[config.mk]
export PLATFORM = sky130hd
export DESIGN_NAME = alarm_timer_flat
export DESIGN_NICKNAME = d
export VERILOG_FILES = /design/src/rtl/alarm_timer_if.sv /design/src/rtl/alarm_timer.sv /design/src/flat_wrapper.sv
export SDC_FILE = /design/constraint.sdc
export NUM_CORES = 1
export LEC_CHECK = 0
export BUFFER_PORTS_ARGS = -buffer_cell sky130_fd_sc_hd__clkbuf_2
export CORE_ASPECT_RATIO = 0.5
export CORE_MARGIN = 3
export CORE_UTILIZATION = 40
export DETAILED_ROUTE_END_ITERATION = 10
export HOLD_SLACK_MARGIN = 0.05
export MAX_ROUTING_LAYER = met4
export PLACE_DENSITY_LB_ADDON = 0.08
export SLEW_MARGIN = 40
export SYNTH_ARGS = -nofsm -noshare
export SYNTH_HDL_FRONTEND = slang
export SYNTH_SLANG_ARGS = --single-unit
[constraint.sdc]
create_clock -name clock -period 3.9 [get_ports clock]
set_input_delay 0.195 -clock clock [delete_from_list [all_inputs] [get_ports clock]]
set_output_delay 0.195 -clock clock [all_outputs]
set_load 0.02 [all_outputs]
[src/rtl/alarm_timer_if.sv]
// Handshake bundle between the anti-theft FSM and its countdown timer.
// The FSM (master) requests a countdown; the timer (slave) reports
// progress and the one-cycle expiry pulse.
interface alarm_timer_if #(
    parameter int WIDTH = 4
);
    logic             start_timer;
    logic [WIDTH-1:0] value;
    logic             expired;
    logic             busy;
    logic [WIDTH-1:0] seconds_left;
    logic             one_hz;

    modport master (
        output start_timer,
        output value,
        input  expired,
        input  busy,
        input  seconds_left,
        input  one_hz
    );

    modport slave (
        input  start_timer,
        input  value,
        output expired,
        output busy,
        output seconds_left,
        output one_hz
    );
endinterface

[src/rtl/alarm_timer.sv]
// Whole-second countdown timer for the anti-theft FSM.
// A free-running prescaler divides the system clock down to a one-cycle
// tick per second; a small IDLE/COUNT/DONE machine counts the requested
// interval down and answers with a single-cycle expired pulse.
module alarm_timer #(
    parameter int CLK_HZ = 27000000,
    parameter int WIDTH  = 4
) (
    input  logic         clock,
    input  logic         reset,
    alarm_timer_if.slave bus
);

    // Prescaler must hold CLK_HZ-1; keep at least one bit for CLK_HZ==1.
    localparam int PW = (CLK_HZ > 1) ? $clog2(CLK_HZ) : 1;
    localparam logic [PW-1:0] PRESC_MAX = PW'(CLK_HZ - 1);

    typedef enum logic [1:0] {
        IDLE  = 2'd0,
        COUNT = 2'd1,
        DONE  = 2'd2
    } timerState_t;

    timerState_t      state_q;
    logic [PW-1:0]    prescCount_q;
    logic [PW-1:0]    prescCount_d;
    logic [WIDTH-1:0] secondsLeft_q;
    logic             expired_q;
    logic             busy_q;
    logic             tick;

    assign tick = (prescCount_q == PRESC_MAX);

    // Prescaler next value: wrap at terminal count, restart on every load so the first second is full length.
    always_comb begin
        prescCount_d = prescCount_q + PW'(1);
        if (bus.start_timer || tick) begin
            prescCount_d = '0;
        end
    end

    // Prescaler register, free running so the debug LED blinks even when idle.
    always_ff @(posedge clock or negedge reset) begin
        if (!reset) begin
            prescCount_q <= '0;
        end else begin
            prescCount_q <= prescCount_d;
        end
    end

    // Countdown FSM; a start request wins in every state, and expired/busy are registered alongside the state.
    always_ff @(posedge clock or negedge reset) begin
        if (!reset) begin
            state_q       <= IDLE;
            secondsLeft_q <= '0;
            expired_q     <= 1'b0;
            busy_q        <= 1'b0;
        end else if (bus.start_timer) begin
            secondsLeft_q <= bus.value;
            if (bus.value != '0) begin
                state_q   <= COUNT;
                busy_q    <= 1'b1;
                expired_q <= 1'b0;
            end else begin
                state_q   <= DONE;
                busy_q    <= 1'b0;
                expired_q <= 1'b1;
            end
        end else begin
            case (state_q)
                IDLE: begin
                    busy_q    <= 1'b0;
                    expired_q <= 1'b0;
                end
                COUNT: begin
                    if (tick) begin
                        if (secondsLeft_q <= WIDTH'(1)) begin
                            secondsLeft_q <= '0;
                            state_q       <= DONE;
                            busy_q        <= 1'b0;
                            expired_q     <= 1'b1;
                        end else begin
                            secondsLeft_q <= secondsLeft_q - WIDTH'(1);
                        end
                    end
                end
                DONE: begin
                    state_q   <= IDLE;
                    busy_q    <= 1'b0;
                    expired_q <= 1'b0;
                end
                default: begin
                    state_q   <= IDLE;
                    busy_q    <= 1'b0;
                    expired_q <= 1'b0;
                end
            endcase
        end
    end

    assign bus.expired      = expired_q;
    assign bus.busy         = busy_q;
    assign bus.seconds_left = secondsLeft_q;
    assign bus.one_hz       = tick;

endmodule
[src/flat_wrapper.sv]
// flat-port wrapper written by rule: the top's interface ports become plain ports
module alarm_timer_flat 
#(
    parameter int CLK_HZ = 27000000,
    parameter int WIDTH  = 4
)
  (clock, reset, bus_start_timer, bus_value, bus_expired, bus_busy, bus_seconds_left, bus_one_hz);
  alarm_timer_if #(.WIDTH(WIDTH)) bus_i ();
  input  logic clock;
  input  logic reset;
  input wire logic [$bits(bus_i.start_timer)-1:0] bus_start_timer;
  input wire logic [$bits(bus_i.value)-1:0] bus_value;
  output wire logic [$bits(bus_i.expired)-1:0] bus_expired;
  output wire logic [$bits(bus_i.busy)-1:0] bus_busy;
  output wire logic [$bits(bus_i.seconds_left)-1:0] bus_seconds_left;
  output wire logic [$bits(bus_i.one_hz)-1:0] bus_one_hz;
  assign bus_i.start_timer = bus_start_timer;
  assign bus_i.value = bus_value;
  assign bus_expired = bus_i.expired;
  assign bus_busy = bus_i.busy;
  assign bus_seconds_left = bus_i.seconds_left;
  assign bus_one_hz = bus_i.one_hz;
  alarm_timer #(.CLK_HZ(CLK_HZ), .WIDTH(WIDTH)) u_core (.clock(clock), .reset(reset), .bus(bus_i));
endmodule
==> results of run 1 <==
## power by group through the flow
stage / combinational [W] / sequential [W] / clock (W)
after floorplan: 0.0000315 / 0.000372 / 0
after global placement: 0.0000606 / 0.000367 / 0
after detailed placement: 0.0000616 / 0.000367 / 0
after CTS: 0.0000626 / 0.000361 / 0.000271
after global routing: 0.0000705 / 0.000362 / 0.000286
final: 0.0000612 / 0.000361 / 0.000263
## layout make-up
type	instances	share of cell area
well taps	54	0.03388
repair buffers	14	0.03890
clock buffers	7	0.04329
inverters	10	0.01882
flip-flops and latches	33	0.4141
multi-input cells	146	0.4511
## sequential cells by signal (all words and copies together), names as in the netlist
name / flops
u_core.prescCount_q: 25
u_core.bus.seconds_left: 4
u_core.state_q: 2
u_core.bus.busy: 1
u_core.bus.expired: 1
## path summary, 6_finish.rpt
path / startpoint / end / cells after the start / slack [ns]
hold / removal: bus_value[3] / u_core.bus.seconds_left[3] / 2 / 0.16
setup / recovery: u_core.prescCount_q[18] / u_core.prescCount_q[7] / 4 / 1.69
max in group asynchronous: reset / u_core.prescCount_q[11] / 2 / 3.15
hold reg to reg: u_core.prescCount_q[0] / u_core.prescCount_q[0] / 1 / 0.49
setup reg to reg: u_core.prescCount_q[18] / u_core.prescCount_q[7] / 4 / 1.69
min in group asynchronous: reset / u_core.bus.seconds_left[3] / 2 / 0.42
## through the flow
| stage | util | total power (W) | setup WS (ns) | cells |
|---|---|---|---|---|
| floorplan | - | 0.0004038 | 2.076 | 200 |
| global placement | 0.4596 | 0.0004277 | 1.775 | 256 |
| detailed placement | 0.4603 | 0.0004289 | 1.713 | 256 |
| CTS | 0.4836 | 0.0006942 | 1.695 | 264 |
| global route | 0.4836 | 0.0007183 | 1.457 | 264 |
| finish | 0.4836 | 0.0006848 | 1.689 | 264 |
## repair_timing
action / in CTS / in global routing
hold buffers: 1 / 0
hold endpoints to repair: 33 / 0
buffers inserted: 0 / 0
## cell usage after synthesis
master     count
buf_1          1
inv_1          9
nor4_1         1
a21oi_1       14
and2_1         4
xor2_1         6
buf_6          1
dfrtp_1       33
a31oi_1        2
o22a_1         1
a21oi_2        1
nand4_1       10
nor3_1         4
o2111ai_1      1
o41ai_1        2
clkinv_1       1
or2_2          1
or4_4          1
nor2b_1        1
nand3_1        9
and4_2         1
and3_1         4
a41oi_1        1
buf_2          4
nor4bb_1       1
o211ai_1       1
nand2_1       13
o21ai_0        9
or3_1          4
clkbuf_1       5
o31ai_1        9
nand3_2        1
or4_1          8
xnor2_1        5
ha_1           3
a21o_1         1
nor2_1        21
and4_1         6
## worst max-delay path, cell delays in order (launching register included)
cell and delay [ns]:
dfrtp_1 0.46, nor4_1 0.38, and4_1 0.40, a21o_1 0.68
nor2_1 0.14
## cells in the final DEF, fill, tap and decap left out, types with 2 or more instances in the layout
cell type,instances
clkbuf_2,12
and2_1,4
o41ai_1,2
a21oi_1,14
nor3_1,4
or3_1,4
o31ai_1,9
o21ai_0,9
xnor2_1,5
nand4_1,10
a31oi_1,2
clkbuf_8,6
nand2_1,13
and3_1,4
nand3_1,9
and4_1,6
nor2_1,21
dfrtp_1,33
or4_1,8
xor2_1,6
ha_1,3
inv_1,9
## metal layers
metal  global-route usage  vias to the layer above  wire length, µm
li1                     -                      750                -
met1               0.2242                      739             2000
met2               0.2500                       27             1717
met3              0.05175                        5              215
met4              0.05298                        0               38
met5                    -                        -                0
## logic make-up (layout without fill, tap and decap cells)
kind of cell               after synthesis  count (layout)  synth area share
xor gates and xnor gates                11              11           0.05303
AOI/OAI and AO/OA                       42              42            0.1446
buffers and inverters                   21              31           0.05027
and+or+nand+nor                         90              90            0.2769
DFF                                     33              33            0.4545
adders and majority gates                3               3           0.02066
==> impl_results.md, run 1 <==
* Status: finished, final reports clean
* Fin. Hold Viols at 0
* Post-CTS resize count at 0
* Sequential fraction of design power at 0.527
* DP Wirelength at 2735 µm
* Crit path kind: reg -> reg
* Vias per Instance at 5.761
* Crit path time final at 2.211 ns
* Chip height at 53.66 µm
* Seq/Total Area, Yosys at 0.4545
* GRT Overall Usage at 0.1693
* Total routed wirelength at 3972 µm
* Clock H-tree levels at 2
* CTS tree: yes
* GRT overflow at 0
* P_sw at 0.0001732 W
* Row Count at 16
* Number of global-route vias before repair at 1413
* Static Leak at approximately 0.8 nW
* Clock Tree Buf Depth at 2
* Internal at 0.0005116 W
* Worst-path maximum fanout at 23
* Actual slew at the worst max-slew pin at just under 0.8 ns
* Post-route cell area at 1994 µm²
* First-pass GRT wire length at 6824 µm
* Max_slew headroom at 0.4694
* Peak supply drop at 0.0001165 V
* Mapped Nets at 210
* Pins Over Slew Limit at 0
* Chip width at 101.3 µm
* Gate power share at 0.089
* Wire per inst at roughly 15 µm
* Drt drc at 0
* Clk sinks at 33
* IO Pins at 14
* Final setup fails at 0
* Mapped Cells at 200
* Root buffer cell: clkbuf_8
* RePlAce Congestion at 0.7890
* Avg Cell Area, Syn at 9.084 µm²
* Skew-Pair Late Insertion Delay at 0.28 ns
* Unrepaired setup endpoints after global routing: no
* Clock transition at path regs at 0.07 ns
* Starting DRT DRC Count at 84
* Cts bufs inserted at 5
* Flop and latch count out of synthesis at 33
* TNS Setup at 0 ns
* Tcrit/Tclk final at 0.5669
* Max cap viols at 0
* Crit path DAT at 2.34 ns
* CP endpoint kind: register
* P&R area growth vs syn at 9.779%
* Post-synth top area cell: dfrtp_1
* Pre-antenna DRT Iters at 4
* FMAX at roughly 450 MHz
* Sw Share at 0.2529
* Die area at 5436 µm²
* Clock power share at 0.384
* Worst Setup Start Kind: register
* Worst EP required at 4.03 ns
* Share of layout cells above drive strength 1 at 0.1143
* Yosys warning count at 0
* Post-Route Skew at 0.004879 ns
* Initial antenna violation count at 0
* Multi-input logic area at approximately 900 µm²
* Cell Area, Synth at ~1800 µm²
* Post-route ant nets at 0
* Register Area at 825.8 µm²
* Top post-synthesis cells by area: dfrtp_1 45%, nor2_1 4.3%, a21oi_1 3.9%
* Top-area cell type share of the netlist area at 0.4545
* Port Buf Inserts at 13
* Core box area at 4124 µm²
* Number of distinct library cells after synthesis at 38
* Final hold slack at 0.1602 ns
* Min-Delay Path Class: in -> reg
* Initial Utilization at 0.4405
* Vias at between 1500 and 2000
* Filler cells at a little over 400
* Cell Pwr Density at about 340 nW/µm²
* Largest net degree at the start of global routing at 34
* N_diodes at 0
* DP Area at between 1500 and 2000 µm²
* Fin nets at 220
No activity file was read; power rests on OpenSTA's default activity.
==> inputs of run 2 (changes only) <==
--- a/config.mk
+++ b/config.mk
@@ -5,6 +5,7 @@
 export SDC_FILE = /design/constraint.sdc
 export NUM_CORES = 1
 export LEC_CHECK = 0
+export ABC_AREA = 1
 export BUFFER_PORTS_ARGS = -buffer_cell sky130_fd_sc_hd__clkbuf_2
 export CORE_ASPECT_RATIO = 0.5
 export CORE_MARGIN = 3
==> constraint.sdc (replaced) <==
create_clock -name clock -period 2.3 [get_ports clock]
set_input_delay 0.115 -clock clock [delete_from_list [all_inputs] [get_ports clock]]
set_output_delay 0.115 -clock clock [all_outputs]
set_load 0.02 [all_outputs]
==> impl_results.md, run 2 <==
* Status: finished, final reports clean
* Synth Area in XOR/XNOR at 0.03465
* Pre-antenna DRT Iters at 4
* Die area at 5996 µm²
* Wire per inst at between 10 and 15 µm
* Worst Setup EP: bus_one_hz
* Port Buf Inserts at 13
* Top-area cell type share of the netlist area at 0.4084
* Clock transition at path regs at 0.07 ns
* Avg Cell Area, Syn at 7.120 µm²
* Clock Tree Buf Depth at 2
* Most frequent cells in the layout: 84 x nand2_1, 61 x nor2_1, 34 x inv_1
* Post-Route Utilization at 0.4808
* Vias per Instance at around 4.8
* Crit path DAT at 1.79 ns
* Post-synth EDFFs at 0
* Cell Pwr Density at 576.9 nW/µm²
* CP endpoint kind: primary output
* Crit path kind: reg -> out
* Most common cell after layout, fill and taps aside: nand2_1
* Static Leak at 1.032 nW
* Worst setup startpoint: u_core.prescCount_q[0]
* Post-Route Skew at 0.001612 ns
* Simple-Gate Fraction of Synth Area at 0.4214
* Multi-input logic area at 1030 µm²
* Fin nets at 313
* Drt drc at 0
* Mapped Cells at 284
* GRT Overall Usage at 0.1722
* Peak supply drop at 0.0004225 V
* Tcrit/Tclk final at 0.8278
* Yosys warning count at 0
* Chip width at 106.5 µm
* Max reg flops at 25
* Unrepaired setup endpoints after global routing: no
* R2R cell count at 10
* Number of distinct library cells after synthesis at 28
* RR Endpoint: u_core.bus.seconds_left[0]
* Async S/R FF share, synth at 1.000
* Share of layout cells above drive strength 1 at 0.1151
* FMAX at ~530 MHz
* Top post-synthesis cells by area: dfrtp_1 41%, nand2_1 16%, nor2_1 11%
* DP Wirelength at 3446 µm
* First-pass GRT wire length at 7872 µm
* Post-synth top area cell: dfrtp_1
* Worst r2r src: u_core.prescCount_q[0]
* Pins Over Slew Limit at 0
* Register with the most flip-flops: u_core.prescCount_q
* Skew-Pair Late Insertion Delay at 0.28 ns
* Count leader, synth: nand2_1
* Adder-Cell Fraction of Synth Area at 0.01856
* Post-CTS resize count at 0
* GRT overflow at 0
* CTS tree: yes
* Seq/Total Area, Yosys at 0.4084
* Mux cell area share after synthesis at 0
* Worst EP required at 2.18 ns
* Row Count at 17
* Max cap viols at 0
* Filler cells at between 400 and 500
* Core box area at 4637 µm²
* Min-Delay Path Class: in -> reg
* Post-route ant nets at 0
* N_diodes at 0
* Number of global-route vias before repair at about 1700
* Register Area at 825.8 µm²
* Initial Utilization at 0.4360
* Root buffer cell: clkbuf_8
* Flop and latch count out of synthesis at 33
* Starting DRT DRC Count at 70
* Worst Setup Start Kind: register
* Hold Path Origin: bus_start_timer
* Total routed wirelength at 4562 µm
* Actual slew at the worst max-slew pin at 0.6345 ns
* Chip height at 56.28 µm
* Vias at ~1800
* RePlAce Congestion at about 0.92
* TNS Setup at 0 ns
* Clock H-tree levels at 2
* Clk sinks at 33
* Primary FF master, synth: dfrtp_1
* Initial antenna violation count at 0
* Crit path time final at 1.904 ns
* Max_slew headroom at 0.5755
* P&R area growth vs syn at 10.27%
* Fin. Hold Viols at 0
* Cell Area, Synth at between 2000 and 2500 µm²
* IO Pins at 14
* Worst-path maximum fanout at 5
* Mapped Nets at 294
* Cts bufs inserted at 5
* Largest net degree at the start of global routing at 34
* Largest family of logic cells by synthesized area: simple AND/OR/NAND/NOR gates
* Most instantiated cells after synthesis: 84 x nand2_1, 61 x nor2_1, 34 x inv_1
* Worst reg-to-reg setup slack at 0.54 ns
* Post-synthesis compound-gate area fraction at 0.03465
* Final setup fails at 0
-- run 2: critical path: stages, from the launching register on --
cell	delay (ns)
dfrtp_1	0.41
ha_1	0.23
nand2_2	0.11
nor2_4	0.17
nand2_4	0.08
nor2_4	0.15
nand2_4	0.10
inv_1	0.09
clkbuf_2	0.17
-- run 2: logic make-up (layout without fill, tap and decap cells) --
logic type               after synthesis  in the layout
buffers and inverters                 37             57
XOR/XNOR                               8              8
flip-flops                            33             33
AO/OA/AOI/OAI                         12             12
adder cells (fa/ha/maj)                3              3
AND/OR/NAND/NOR                      191            191
-- run 2: final cells by class --
cell class,count,area share
Inverter,35,0.05892
Clock buffer,6,0.03255
Multi-Input combinational cell,214,0.4618
Sequential cell,33,0.3704
Timing Repair Buffer,14,0.03479
Clock inverter,2,0.004489
Tap cell,66,0.03704
-- run 2: how the worst min path moves through the flow --
stage,cells past startpoint,slack (ns),to
after floorplan,0,-0.18,u_core.bus.busy
after global placement,1,0.24,u_core.prescCount_q[12]
after detailed placement,1,0.26,u_core.prescCount_q[7]
after CTS,3,0.12,u_core.bus.busy
after global routing,3,0.16,u_core.state_q[0]
final,3,0.12,u_core.bus.busy
-- run 2: repair_timing --
item	in CTS	in global routing
buffers inserted	0	0
endpoints found under the setup margin	0	0
hold buffers	1	0
hold endpoints to repair	33	0
-- run 2: per-layer routing --
| metal | vias to the layer above | track usage | wire length, µm |
|---|---|---|---|
| li1 | 920 | - | - |
| met1 | 809 | 0.2461 | 2427 |
| met2 | 44 | 0.2403 | 1817 |
| met3 | 8 | 0.04363 | 254 |
| met4 | 0 | 0.05100 | 63 |
| met5 | - | - | 0 |
-- run 2: stage by stage --
step	hold WS (ns)	setup WS (ns)	instance area (µm²)	power, W	cells
after floorplan	-0.1806	0.7805	2022	0.0008089	284
after global placement	0.2434	0.6176	2135	0.0008761	361
after detailed placement	0.2608	0.5274	2135	0.0008777	361
after global routing	0.1617	0.2383	2230	0.001362	370
final	0.1246	0.3960	2230	0.001286	370
after CTS	0.1226	0.3750	2227	0.001305	370
-- run 2: where the power goes --
group / switching (W) / internal (W)
clock network: 0.000208 / 0.000209
registers: 0.0000318 / 0.000612
logic: 0.000147 / 0.0000781
total: 0.000387 / 0.000899
==> inputs of run 3 (changes only) <==
==> constraint.sdc (replaced) <==
create_clock -name clock -period 1.8 [get_ports clock]
set_input_delay 0.09 -clock clock [delete_from_list [all_inputs] [get_ports clock]]
set_output_delay 0.09 -clock clock [all_outputs]
set_load 0.02 [all_outputs]
==> impl_results.md, run 3 (same netlist as run 2, synthesis figures left out) <==
* Status: finished, final reports clean
* Initial Utilization at 0.4360
* Wire per inst at between 10 and 15 µm
* Crit path DAT at roughly 1.6 ns
* Cts bufs inserted at 5
* Skew-Pair Late Insertion Delay at 0.28 ns
* Vias per Instance at 4.763
* Fin nets at ~320
* Pins Over Slew Limit at 0
* Most common cell after layout, fill and taps aside: nand2_1
* RePlAce Congestion at 0.9338
* First-pass GRT wire length at 8142 µm
* Post-route ant nets at 0
* Fin. Hold Viols at 0
* Vias at 1810
* Pre-antenna DRT Iters at 4
* Worst setup startpoint: u_core.prescCount_q[1]
* Clock Tree Buf Depth at 2
* Cell mode on critical path: nand2_4
* Crit path time final at about 1.7 ns
* Worst Setup Start Kind: register
* Die area at 5996 µm²
* Worst r2r src: u_core.prescCount_q[1]
* Post-Route Utilization at 0.5043
* Cell Pwr Density at 738.4 nW/µm²
* Core box area at approximately 4600 µm²
* Min-Delay Path Class: in -> reg
* Max cap viols at 0
* Total routed wirelength at around 4700 µm
* Filler cells at roughly 480
* Row Count at 17
* Place WS at 0.03478 ns
* Static Leak at 1.106 nW
* Cell breakdown of the critical path: ha_2 > nand2_4 > nor2_4 > nand2_4 > nor2_4 > nand2_4 > inv_1 > buf_4
* Chip height at 56.28 µm
* Worst EP required at 1.71 ns
* N_diodes at 0
* Clock transition at path regs at 0.06 ns
* Root buffer cell: clkbuf_8
* CP endpoint kind: primary output
* FMAX at a little under 600 MHz
* Initial antenna violation count at 0
* Largest stage delay on the critical path at 0.36 ns
* Worst path slowest cell: dfrtp_1
* DP Wirelength at 3577 µm
* GRT overflow at 0
* Clk sinks at 33
* Max_slew headroom at 0.7226
* Register Area at 825.8 µm²
* Worst-path maximum fanout at 4
* Chip width at 106.5 µm
* Clock H-tree levels at 2
* Register with the most flip-flops: u_core.prescCount_q
* Max reg flops at 25
* CTS tree: yes
* Tcrit/Tclk final at 0.9469
* Peak supply drop at 0.0005700 V
* Multi-input logic area at around 1000 µm²
* IO Pins at 14
* Number of global-route vias before repair at between 1500 and 2000
* Share of layout cells above drive strength 1 at 0.1561
* P&R area growth vs syn at 15.66%
* Largest net degree at the start of global routing at 34
* Hold Path Origin: bus_start_timer
* Post-Route Skew at 0.004437 ns
* Drt drc at 0
* Most frequent cells in the layout: 84 x nand2_1, 59 x nor2_1, 34 x inv_1
* GRT Overall Usage at 0.1786
* Starting DRT DRC Count at about 110
* Actual slew at the worst max-slew pin at 0.4161 ns
* Crit path kind: reg -> out
* PnR worst setup slack at approximately 0.096 ns
* Final setup fails at 0
* Port Buf Inserts at 13
## run 3: what timing repair did
item,4_1_cts,5_1_grt
gates resized for setup,1,5
endpoints found under the hold margin,33,0
buffers inserted,1,4
hold buffers,1,0
setup endpoints to repair,1,5
pin swaps,1,3
## run 3: through the flow
step	power [W]	cell area, µm²	hold WS [ns]	cells	setup TNS (ns)
2_1_floorplan	0.001034	2022	-0.2056	284	0
3_3_place_gp	0.001120	2172	0.2182	366	0
3_5_place_dp	0.001121	2172	0.2317	366	0
4_1_cts	0.001750	2293	0.1046	376	0
5_1_grt	0.001827	2338	0.1288	380	-0.002962
6_report	0.001727	2338	0.1170	380	0
## run 3: cell type report
cell class	count	area share
Clock buffer	7	0.04120
Clock inverter	1	0.002140
Inverter	35	0.05618
Multi-Input combinational cell	214	0.4457
Sequential cell	33	0.3531
Tap cell	66	0.03531
Timing Repair Buffer	24	0.06635
## run 3: metal layers
layer | track usage | wire [µm] | vias to the layer above
met5 | - | 0 | -
met4 | 0.04918 | 14 | 0
met3 | 0.04133 | 251 | 2
met2 | 0.2565 | 1901 | 34
met1 | 0.2532 | 2483 | 840
li1 | - | - | 934
## run 3: path summary, 6_finish.rpt
path,cells past startpoint,end,slack (ns)
max in group asynchronous,2,u_core.prescCount_q[0],1.20
max,8,bus_one_hz,0.1
min in group asynchronous,2,u_core.prescCount_q[12],0.30
max reg2reg,10,u_core.bus.seconds_left[2],0.16
min reg2reg,2,u_core.bus.busy,0.52
min,3,u_core.bus.busy,0.12
## run 3: power breakdown
part | total (W) | internal, W | switching [W]
Combinational | 0.000293 | 0.000106 | 0.000188
Sequential | 0.000822 | 0.000781 | 0.0000408
Clock | 0.000611 | 0.000345 | 0.000266
## run 3: worst max-delay path, delay by kind of cell, from the launching register on
kind	cells	cell delay, ns
flops	1	0.36
fa+ha+maj	1	0.22
buf+inv	2	0.22
simple gates	5	0.55
